File: src/rtl/fsm_seq_ctrl.sv
// Word-level sequencer for a two-state-bit Mealy machine: clears the machine,
// shifts a stimulus word into x MSB-first and collects z1/z2 into result words.
module fsm_seq_ctrl #(
    parameter int WIDTH = 8
) (
    input  logic             clk,
    input  logic             rst_n,
    input  logic             in_valid,
    output logic             in_ready,
    input  logic [WIDTH-1:0] in_data,
    output logic             x,
    output logic             fsm_clr,
    input  logic             z1,
    input  logic             z2,
    output logic             out_valid,
    input  logic             out_ready,
    output logic [WIDTH-1:0] z1_word,
    output logic [WIDTH-1:0] z2_word,
    output logic             busy
);
    localparam int CW = $clog2(WIDTH);
    localparam logic [CW-1:0] LAST = CW'(WIDTH - 1);

    typedef enum logic [1:0] {IDLE, CLEAR, SHIFT, DONE} state_t;

    state_t           state_q, state_d;
    logic [WIDTH-1:0] sreg_q, sreg_d;
    logic [WIDTH-1:0] z1w_q, z1w_d;
    logic [WIDTH-1:0] z2w_q, z2w_d;
    logic [CW-1:0]    cnt_q, cnt_d;
    logic             x_q, x_d;
    logic             clr_q, clr_d;
    logic             ov_q, ov_d;

    always_ff @(posedge clk or negedge rst_n) begin
        if (!rst_n) begin
            state_q <= IDLE;
            sreg_q  <= '0;
            z1w_q   <= '0;
            z2w_q   <= '0;
            cnt_q   <= '0;
            x_q     <= 1'b0;
            clr_q   <= 1'b0;
            ov_q    <= 1'b0;
        end else begin
            state_q <= state_d;
            sreg_q  <= sreg_d;
            z1w_q   <= z1w_d;
            z2w_q   <= z2w_d;
            cnt_q   <= cnt_d;
            x_q     <= x_d;
            clr_q   <= clr_d;
            ov_q    <= ov_d;
        end
    end

    always_comb begin
        state_d = state_q;
        sreg_d  = sreg_q;
        z1w_d   = z1w_q;
        z2w_d   = z2w_q;
        cnt_d   = cnt_q;
        x_d     = x_q;
        clr_d   = clr_q;
        ov_d    = ov_q;
        case (state_q)
            IDLE: begin
                x_d = 1'b0;
                if (in_valid) begin
                    sreg_d  = in_data;
                    cnt_d   = '0;
                    clr_d   = 1'b1;
                    state_d = CLEAR;
                end
            end
            CLEAR: begin
                clr_d   = 1'b0;
                x_d     = sreg_q[WIDTH-1];
                state_d = SHIFT;
            end
            SHIFT: begin
                // z reflects the machine's pre-edge state and the current x
                z1w_d  = {z1w_q[WIDTH-2:0], z1};
                z2w_d  = {z2w_q[WIDTH-2:0], z2};
                sreg_d = sreg_q << 1;
                if (cnt_q == LAST) begin
                    x_d     = 1'b0;
                    ov_d    = 1'b1;
                    state_d = DONE;
                end else begin
                    x_d   = sreg_q[WIDTH-2];
                    cnt_d = cnt_q + CW'(1);
                end
            end
            DONE: begin
                x_d = 1'b0;
                if (out_ready) begin
                    ov_d    = 1'b0;
                    state_d = IDLE;
                end
            end
            default: state_d = IDLE;
        endcase
    end

    assign in_ready  = (state_q == IDLE);
    assign busy      = (state_q != IDLE);
    assign x         = x_q;
    assign fsm_clr   = clr_q;
    assign out_valid = ov_q;
    assign z1_word   = z1w_q;
    assign z2_word   = z2w_q;
endmodule

File: config.mk
export PLATFORM = sky130hd
export DESIGN_NAME = fsm_seq_ctrl
export DESIGN_NICKNAME = d
export VERILOG_FILES = /design/src/rtl/fsm_seq_ctrl.sv
export SDC_FILE = /design/constraint.sdc
export NUM_CORES = 1
export LEC_CHECK = 0
export BUFFER_PORTS_ARGS = -buffer_cell sky130_fd_sc_hd__buf_2
export CAP_MARGIN = 40
export CORE_MARGIN = 2
export CORE_UTILIZATION = 45
export CTS_CLUSTER_SIZE = 10
export DETAILED_ROUTE_END_ITERATION = 7
export PLACE_DENSITY_LB_ADDON = 0.05
export REMOVE_ABC_BUFFERS = 1
export SETUP_SLACK_MARGIN = 0.2
export SYNTH_ARGS = -nofsm -noshare
export SYNTH_HDL_FRONTEND = slang
export SYNTH_SLANG_ARGS = --single-unit
File: constraint.sdc
create_clock -name clk -period 2.4 [get_ports clk]
set_input_delay 0.12 -clock clk [delete_from_list [all_inputs] [get_ports clk]]
set_output_delay 0.12 -clock clk [all_outputs]
set_load 0.02 [all_outputs]
# --- Yosys cells after proc, flatten, opt, wreduce, memory -nomap -nowiden ---
# Index checks and enable logic that the tools add are counted.
word_totals:
  register_bits: 32
  input_bits: 14
  out_inout_bits: 21
  elab_cells: 44
op_classes:
  addsub: 1
  n_eq_ne: 8
  mux: 16
  n_reduce_logical: 11
op_table:
  columns: ["operator", "count"]
  rows:
  - ["8-bit one-hot mux with 2 select lines", 1]
  - ["3-bit AND reduction", 3]
  - ["8-bit 2-to-1 mux", 1]
  - ["2-bit inequality test, second input constant", 4]
  - ["2-bit one-hot mux with 4 select lines", 1]
  - ["2-bit nonzero test", 4]
  - ["2-bit 2-to-1 mux", 3]
  - ["3-bit 2-to-1 mux", 2]
  - ["3-bit one-hot mux with 2 select lines", 1]
  - ["2-bit == test, second input constant", 2]
  - ["1-bit 2-to-1 mux", 4]
  - ["1-bit one-hot mux with 2 select lines", 2]
  - ["2-bit AND reduction", 2]
  - ["3-bit by 1-bit adder with 3-bit output, second input constant", 1]
  - ["3-bit == test, second input constant", 1]
  - ["1-bit one-hot mux with 3 select lines", 1]
  - ["2-bit by 1-bit == test with 1-bit output, second input constant", 1]
  - ["2-bit logical NOT", 1]
  - ["2-bit OR reduction", 1]

# --- Logic depth before layout (Yosys ltp) ---
# Gate-level depths: netlist of the first run.
logic_depth:
  ltp_word: 3
  mapped_depth: 7
  depth_no_buf: 5

# --- Least setup slack after synthesis of the first run ---
# No wires, ideal clock.
synth_timing:
  kind: "register to register"
  from: "register cnt_q[0]"
  to: "register state_q[1]"
  setup_time_ps: 127
  arrival_time_ps: 1516
  required_time_ps: 2273
  slack_ps: 757
  path_stages_with_launch: 6
  n_path_buf: 1
  period_less_slack_ps: 1643
  cell_sequence: "dfrtp_1 ha_1 ha_1 clkbuf_1 o221a_1 mux2_1"
synth_between:
  elab_chain_len: 3
synth_lines:
  columns: ["item", "line_no", "text"]
  rows:
  - ["start: declaration", "30", "logic [CW-1:0] cnt_q, cnt_d;"]
  - ["start signal: assignment", "50", "cnt_q <= cnt_d;"]
  - ["3-bit == test", "86", "if (cnt_q == LAST) begin"]
  - ["2-bit inequality test (no source line)", null, null]
  - ["3-bit AND reduction (no source line)", null, null]
  - ["end signal: assignment", "46", "state_q <= state_d;"]
  - ["end: declaration", "26", "state_t state_q, state_d;"]
# No other way between the ends.
# A chain may end at the register's enable or synchronous reset.

# --- Final worst setup path of the first run ---
layout_timing:
  from: "register state_q[0]"
  to: "output port in_ready"
layout_between:
  elab_chain_len: 1
layout_lines:
  columns: ["item", "line_no", "text"]
  rows:
  - ["2-bit logical NOT", "106", "assign in_ready = (state_q == IDLE);"]
  - ["end: declaration", "9", "output logic in_ready,"]
# No other way between the ends.

==> impl_metrics.yaml, run 1 <==
status:
  outcome: "complete, no violations"
timing:
  max_freq_mhz: 549
  finalCriticalPeriod_ns: 1.82
  rsz0062_at_grt: "false"
  hold_viol_final: 0
  clock_skew_ns: 0.00878
  setup_slack_ns: 0.577
  min_period_over_period_pct: 75.9
  tightestPinTransition_ns: 0.716
  finalSetupTns_ns: 0
  slew_headroom_pct: 52.3
  setup_viol: 0
  drv_slew: 0
layout:
  nNetsFinal: 196
  drive_gt1_share_pct: 27.4
  final_cells: 221
  n_antenna_cell: 0
  final_util_pct: 56.3
  area_growth_pct: 20.8
  fill_cells: 325
global_routing:
  grt_pass1_vias: 1103
  grt_max_degree: 33
  grt_pass1_wl_mm: 5.18
  antenna_found_initial: 0
  grt_usage_pct: 17.0
  grt.overflow.total: 0
logic_synthesis:
  post_synth_inst_count: 134
  avgSynthCellArea_um2: 11.6
  yosys_warnings: 0
  synth_area_leader_cell: "dfrtp_1"
  synth_most_common_cell: "dfrtp_1"
  netlist_area_um2: 1560
  synth_top_area_share_pct: 51.5
  ys_types: 28
  synthTopCellsByCount: "32 x dfrtp_1, 17 x mux2_1, 10 x a21oi_1"
  ys_seq_elements: 32
  seq_area_frac_synth_pct: 51.5
  synth_edf_count: 0
  ys.flop_type: "dfrtp_1"
  async_flop_share_pct: 100
  synthTopCellsByArea: "dfrtp_1 51%, mux2_1 12%, ha_1 6.4%"
critical_path:
  crit_type: "reg -> out"
  endpoint_kind: "output port"
  crit_required_ns: 2.28
  critPathMaxStageDelay_ns: 0.43
  path_cells: "inv_1, ha_1, buf_4, buf_2"
  crit_arrival_ns: 1.70
  critPathTopFamily: "buffers and inverters"
  crit_fanout: 12
  worstSetupStartpointType: "register"
  cpMaxStageDelayCell: "dfrtp_1"
  worst-path-buf-inv: 3
floorplan:
  coreArea_um2: 3340
  rows: 21
  die_h_um: 62.8
  num_io_pins: 35
  die_w_um: 62.8
  floorplan.initialDensity_pct: 46.6
  dieArea_um2: 3940
placement:
  placed_cells: 210
  portBuffers: 34
  post-place-ws_ns: 0.630
  gp_congestion: 0.731
  hpwl_mm: 2.10
cts:
  cts-root-buf: "clkbuf_4"
  cts_resized: 0
  cts_sinks: 32
  tritoncts: "yes"
  cts_max_level: 2
  cts_buffers: 5
  post-cts-setup-buffers: 0
  cts_hold_buf: 3
  insertion_delay_ns: 0.34
  clk_path_buf_depth: 2
  clk_pin_slew_ns: 0.11
pwr:
  clockPowerShare_pct: 15.0
  cellPowerDensity_nw_per_um2: 1460
  irDropWorstVdd_uv: 726
  comb_power_share_pct: 49.0
  cellLeakagePower_nw: 0.884
  pwr-share-seq_pct: 36.0
  p_int_mw: 1.60
  swShare_pct: 41.4
  p_sw_mw: 1.13
detailed_routing:
  via_count: 1141
  drt-vias-per-instance: 5.16
  drtIter0Drc: 49
  dr.pass1.iters: 4
  routedWlPerCell_um: 13.7
  ant_nets: 0
  routed_wl_mm: 3.02
  drc_errors: 0
worst_hold_path:
  hold_path.class: "in -> reg"
job:
  max_cap_violations: 0
==> state kept, by name, indices dropped and copies added (netlist names) <==
register	cells
z1_word	8
z2_word	8
cnt_q	3
sreg_q	8
fsm_clr	1
x	1
out_valid	1
state_q	2
==> worst paths after layout <==
| kind | cells past startpoint | slack (ns) | start | to |
|---|---|---|---|---|
| worst max-delay path | 4 | 0.58 | state_q[0] | in_ready |
| worst min-delay path | 4 | 0.08 | out_ready | out_valid |
| worst max register to register | 6 | 0.62 | state_q[0] | cnt_q[2] |
| worst min register to register | 1 | 0.49 | z1_word[7] | z1_word[7] |
| max in group asynchronous | 2 | 1.59 | rst_n | sreg_q[1] |
| min in group asynchronous | 2 | 0.35 | rst_n | z1_word[7] |
==> final cells by class <==
cell class / instances / area, um2 / area share [%]
sequential: 32 / 801 / 42.6
multi-input combinational: 89 / 692 / 36.8
timing repair buffer: 41 / 230 / 12.3
tap: 46 / 57.6 / 3.06
clock inverter: 3 / 42.5 / 2.26
clock buffer: 5 / 37.5 / 2.00
inverter: 5 / 18.8 / 0.999
==> worst register-to-register path: stages, from the launching register on <==
cell	delay, ns
dfrtp_1	0.43
inv_1	0.12
ha_1	0.41
nor2b_1	0.22
buf_4	0.20
o21ai_0	0.12
a22o_1	0.19
==> stage by stage <==
step	instance area [um2]	power, mW	hold slack (ns)
6_report	1880	2.74	0.0788
5_1_grt	1880	2.97	0.116
4_1_cts	1880	2.78	0.0667
3_5_place_dp	1770	2.35	0.213
3_3_place_gp	1770	2.29	0.202
2_1_floorplan	1510	1.91	-0.176
==> placed cells by master (no fill, tap or decap), drive strengths merged <==
cell and instances:
nand3b 2, mux2i 1, ha 8, clkbuf 5, inv 5, o211ai 1, dfrtp 32, a22o 1
a221o 8, nor3b 1, nor4b 1, buf 38, and3 1, a21oi 10, a31oi 1, nand2b 9
nor2 1, nand3 6, and4 1, dlygate4sd3 3, bufinv 1, mux2 17, o32a 1, nand2 9
clkinvlp 1, o21ai 8, nor2b 1, o221a 1, clkinv 1
==> per-layer routing <==
metal	track usage, %	share of wire [%]	wire [um]	vias up
met2	25.0	44	1320	29
met1	23.2	50	1500	548
li1	-	-	-	558
met5	0	0	0	-
met3	5.41	5.2	156	6
met4	7.22	1.7	51	0
==> power groups by stage <==
stage | logic [mW] | clock network [mW] | registers (mW)
global route | 1.48 | 0.450 | 1.03
global placement | 1.31 | 0 | 0.984
detailed placement | 1.35 | 0 | 1.00
floorplan | 0.745 | 0 | 1.17
finish | 1.34 | 0.411 | 0.986
CTS | 1.36 | 0.425 | 0.991
==> cell families after synthesis <==
logic type | Yosys count | share of synthesized area [%]
and+or+nand+nor | 32 | 11.3
buffers and inverters | 13 | 4.02
adders and majority gates | 8 | 6.44
muxes | 18 | 13.0
AOI/OAI and AO/OA | 31 | 13.8
DFF | 32 | 51.5
Power figures use the tool's default switching activity.
==> run 2, diff against run 1 <==
clock period = 1.5 ns   (was 2.4 ns; I/O delays follow)
==> run 2 against run 1 <==
Critical endpoint is now state_q[1]. Final cell count up 6.8%. Via count up 12%. Largest power group unchanged. Sequential share of layout area down 6.3 points.
==> impl_metrics.yaml, run 2 (synthesized netlist as in run 1, its figures left out) <==
status:
  outcome: "complete, no violations"
global_routing:
  grt_pass1_wl_mm: 5.67
  grt.overflow.total: 0
  grt_usage_pct: 18.5
  antenna_found_initial: 0
  grt_pass1_vias: 1220
  grt_max_degree: 33
layout:
  fill_cells: 283
  final_util_pct: 66.0
  final_common_cell: "buf_2"
  drive_gt1_share_pct: 48.4
  layout_common_cells: "33 x buf_2, 32 x dfrtp_1, 17 x mux2_4"
  nNetsFinal: 212
  register_area_um2: 801
  n_antenna_cell: 0
  final_cells: 236
  area_growth_pct: 41.7
  multi_input_area_um2: 826
cts:
  clk_path_buf_depth: 2
  cts-root-buf: "clkbuf_4"
  cts_sinks: 32
  cts_max_level: 2
  cts_buffers: 5
  clk_pin_slew_ns: 0.09
  insertion_delay_ns: 0.33
  tritoncts: "yes"
timing:
  setup_viol: 0
  min_period_over_period_pct: 97.4
  rsz0062_at_grt: "true"
  whs_ns: 0.0694
  hold_viol_final: 0
  tightestPinTransition_ns: 0.723
  slew_headroom_pct: 51.8
  clock_skew_ns: 0.00949
  setup_slack_ns: 0.0395
  drv_slew: 0
  finalCriticalPeriod_ns: 1.46
  max_freq_mhz: 685
critical_path:
  crit_fanout: 2
  cpMaxStageDelayCell: "dfrtp_1"
  endpoint_kind: "register"
  crit_arrival_ns: 1.67
  crit_required_ns: 1.71
  worstSetupStartpointType: "register"
  path_cells: "ha_2, ha_4, o221a_1, mux2_4"
  crit_type: "reg -> reg"
  critPathMaxStageDelay_ns: 0.40
pwr:
  cellPowerDensity_nw_per_um2: 2450
  cellLeakagePower_nw: 1.04
  irDropWorstVdd_uv: 1240
floorplan:
  coreArea_um2: 3340
  die_w_um: 62.8
  die_h_um: 62.8
  num_io_pins: 35
  floorplan.initialDensity_pct: 46.6
  dieArea_um2: 3940
  rows: 21
detailed_routing:
  drt-vias-per-instance: 5.39
  routedWlPerCell_um: 15.1
  drtIter0Drc: 123
  dr.pass1.iters: 4
  routed_wl_mm: 3.55
  ant_nets: 0
  drc_errors: 0
  via_count: 1273
placement:
  gp_congestion: 0.751
  post-place-ws_ns: -0.0106
  hpwl_mm: 2.13
  placed_cells: 220
  portBuffers: 34
worst_hold_path:
  hold_path.class: "in -> reg"
job:
  max_cap_violations: 0
run 2: cell count changes in the layout (fill, tap and decap cells not counted), sizes merged:
cell      change
buf          +14
clkbuf        +2
bufbuf        +1
bufinv        -1
clkinvlp      -1
run 2: area by class of cell:
class | instances | share of cell area (%)
clock buffers | 6 | 1.87
inverters | 5 | 0.965
repair buffers | 57 | 20.5
flip-flops and latches | 32 | 36.3
clock inverters | 1 | 0.227
multi-input cells | 89 | 37.5
well taps | 46 | 2.61
run 2: worst max-delay path: cells and delay by family, from the launching register on:
kind            cells  cell delay [ns]
flops               1             0.40
fa+ha+maj           2             0.37
mux                 1             0.31
compound gates      1             0.28
run 2: layer usage:
| metal | global-route usage, % | up-vias | wire (um) |
|---|---|---|---|
| met5 | 0 | - | 0 |
| met4 | 6.11 | 0 | 44 |
| met3 | 5.77 | 5 | 165 |
| met2 | 29.3 | 36 | 1670 |
| met1 | 24.2 | 634 | 1670 |
| li1 | - | 598 | - |
run 2: report_power, final:
part	total (mW)	switching (mW)	internal, mW
sequential	1.59	0.307	1.29
clock	0.449	0.277	0.172
combinational	3.36	1.48	1.87
total	5.40	2.07	3.33
run 2: metrics by stage:
step                      power (mW)  instance area [um2]  TNS (ns)
after floorplan                 3.06                 1510    -12.41
after global placement          3.85                 1840         0
after detailed placement        3.93                 1840   -0.0106
after CTS                       4.73                 2040         0
after global routing            5.78                 2200         0
final                           5.40                 2200         0
run 2: path summary, 6_finish.rpt:
check                           depth (start not counted)       start    endpoint  slack (ns)
worst min-delay path                                    4   out_ready   out_valid        0.07
worst max-delay path                                    4    cnt_q[0]  state_q[1]        0.04
min in group asynchronous                               2       rst_n           x        0.33
worst max register to register                          4    cnt_q[0]  state_q[1]        0.04
max in group asynchronous                               2       rst_n  z2_word[3]        0.70
worst min register to register                          1  z2_word[7]  z2_word[7]        0.51
run 2: what timing repair did:
item                                    in CTS  in global routing
endpoints found under the setup margin      31                 31
pin swaps                                    4                  5
gates cloned                                 1                  1
endpoints found under the hold margin       34                  0
resized for setup                           20                 28
hold buffers                                 3                  0
setup buffers                                1                  3
==> run 3, diff against run 2 <==
CORE_MARGIN = default   (was 2)
==> run 3 against run 2 <==
The flow now finishes with violations (negative setup slack). Wire length down 2.7%. Clock skew rose by 0.0050 ns. Core utilization down 0.75 points. Combinational power is 20% lower. First-iteration DRC count shrank 44%. Critical path type unchanged. Largest power group unchanged. Highest routed layer unchanged.
==> impl_metrics.yaml, run 3 (synthesized netlist as in run 1, its figures left out) <==
status:
  outcome: "complete, but fails checks"
  violations: "negative setup slack"
layout:
  nNetsFinal: 211
  final_common_cell: "buf_2"
  n_antenna_cell: 0
  drive_gt1_share_pct: 39.7
  final_area_um2: 2060
  area_growth_pct: 32.3
  layout_common_cells: "34 x buf_2, 31 x dfrtp_1, 16 x mux2_1, 16 x buf_4, 10 x a21oi_1"
placement:
  placed_area_um2: 1850
  portBuffers: 34
  hpwl_mm: 2.27
  gp_congestion: 0.739
  post-place-ws_ns: -0.0886
timing:
  min_period_over_period_pct: 101
  finalCriticalPeriod_ns: 1.52
  hold_viol_final: 0
  finalSetupTns_ns: -0.0212
  drv_slew: 0
  tightestPinTransition_ns: 0.713
  clock_skew_ns: 0.0145
  setup_slack_ns: -0.0212
  max_freq_mhz: 657
  setup_viol: 1
  whs_ns: 0.0526
  slew_headroom_pct: 52.5
  rsz0062_at_grt: "true"
cts:
  cts_buffers: 5
  cts-root-buf: "clkbuf_4"
  tritoncts: "yes"
  cts_max_level: 2
  clk_pin_slew_ns: 0.10
  cts_sinks: 32
  clk_path_buf_depth: 2
  insertion_delay_ns: 0.33
critical_path:
  r2r_slack_ns: -0.02
  endpoint_kind: "register"
  path_cells: "ha_2, ha_4, o221a_1, mux2_4"
  critPathTopFamily: "flip-flops"
  cpMaxStageDelayCell: "dfrtp_1"
  crit_required_ns: 1.72
  crit_fanout: 5
  worst-path-buf-inv: 0
  crit_type: "reg -> reg"
  critPathMaxStageDelay_ns: 0.40
  worstSetupStartpointType: "register"
  crit_arrival_ns: 1.74
floorplan:
  die_w_um: 60.8
  num_io_pins: 35
  dieArea_um2: 3700
  rows: 20
  coreArea_um2: 3150
  die_h_um: 60.8
  floorplan.initialDensity_pct: 49.3
pwr:
  irDropWorstVdd_uv: 1220
  cellPowerDensity_nw_per_um2: 2300
  cellLeakagePower_nw: 0.955
  power.total_mw: 4.74
detailed_routing:
  drc_errors: 0
  drtIter0Drc: 69
  dr.pass1.iters: 4
  routedWlPerCell_um: 14.8
  routed_wl_mm: 3.46
  ant_nets: 0
  drt-vias-per-instance: 5.30
  via_count: 1234
global_routing:
  grt_pass1_wl_mm: 5.57
  grt.overflow.total: 0
  antenna_found_initial: 0
  grt_usage_pct: 21.3
  grt_pass1_vias: 1193
  grt_max_degree: 33
job:
  max_cap_violations: 0
worst_hold_path:
  hold_path.class: "in -> reg"
run 3: timing repair:
action	CTS	global route
gates resized for setup	24	2
cloned	1	0
endpoints found under the setup margin	33	34
hold buffers	3	0
hold endpoints to repair	34	0
pin swaps	5	3
setup buffers	0	3
run 3: worst reg2reg max path: stages (launching register included):
cell	delay (ns)
dfrtp_1	0.40
ha_2	0.22
ha_4	0.18
o221a_1	0.30
mux2_4	0.32
run 3: where the power goes:
| part | switching, mW | internal, mW | leakage [nW] |
|---|---|---|---|
| Sequential | 0.302 | 1.29 | 0.393 |
| Clock | 0.277 | 0.172 | 0.0281 |
| Combinational | 1.40 | 1.30 | 0.534 |
| Total | 1.98 | 2.76 | 0.955 |
run 3: final cells by class:
cell class                 instances  area, um2
clock inverter                     1       5.00
inverter                           5       18.8
sequential                        32        802
tap                               44       55.1
fill                             266       1090
timing repair buffer              56        367
multi-input combinational         89        769
clock buffer                       6       41.3
run 3: path summary, 6_finish.rpt:
| kind | start | endpoint | depth (start not counted) |
|---|---|---|---|
| max reg2reg | cnt_q[1] | state_q[1] | 4 |
| min reg2reg | z2_word[7] | z2_word[7] | 1 |
| min in group asynchronous | rst_n | z1_word[2] | 2 |
| min | out_ready | out_valid | 4 |
| max | cnt_q[1] | state_q[1] | 4 |
| max in group asynchronous | rst_n | state_q[1] | 2 |
run 3: through the flow:
| step | std cells | utilization, % |
|---|---|---|
| after floorplan | 126 | - |
| after global placement | 219 | 58.7 |
| after detailed placement | 219 | 58.7 |
| after CTS | 230 | 64.1 |
| after global routing | 233 | 65.3 |
| final | 233 | 65.3 |
run 3: per-layer routing:
layer / vias up / track usage, % / part of all wire, %
li1: 593 / - / -
met1: 598 / 27.4 / 46
met2: 37 / 33.0 / 48
met3: 6 / 6.18 / 4.7
met4: 0 / 10.1 / 1.4
met5: - / 0 / 0
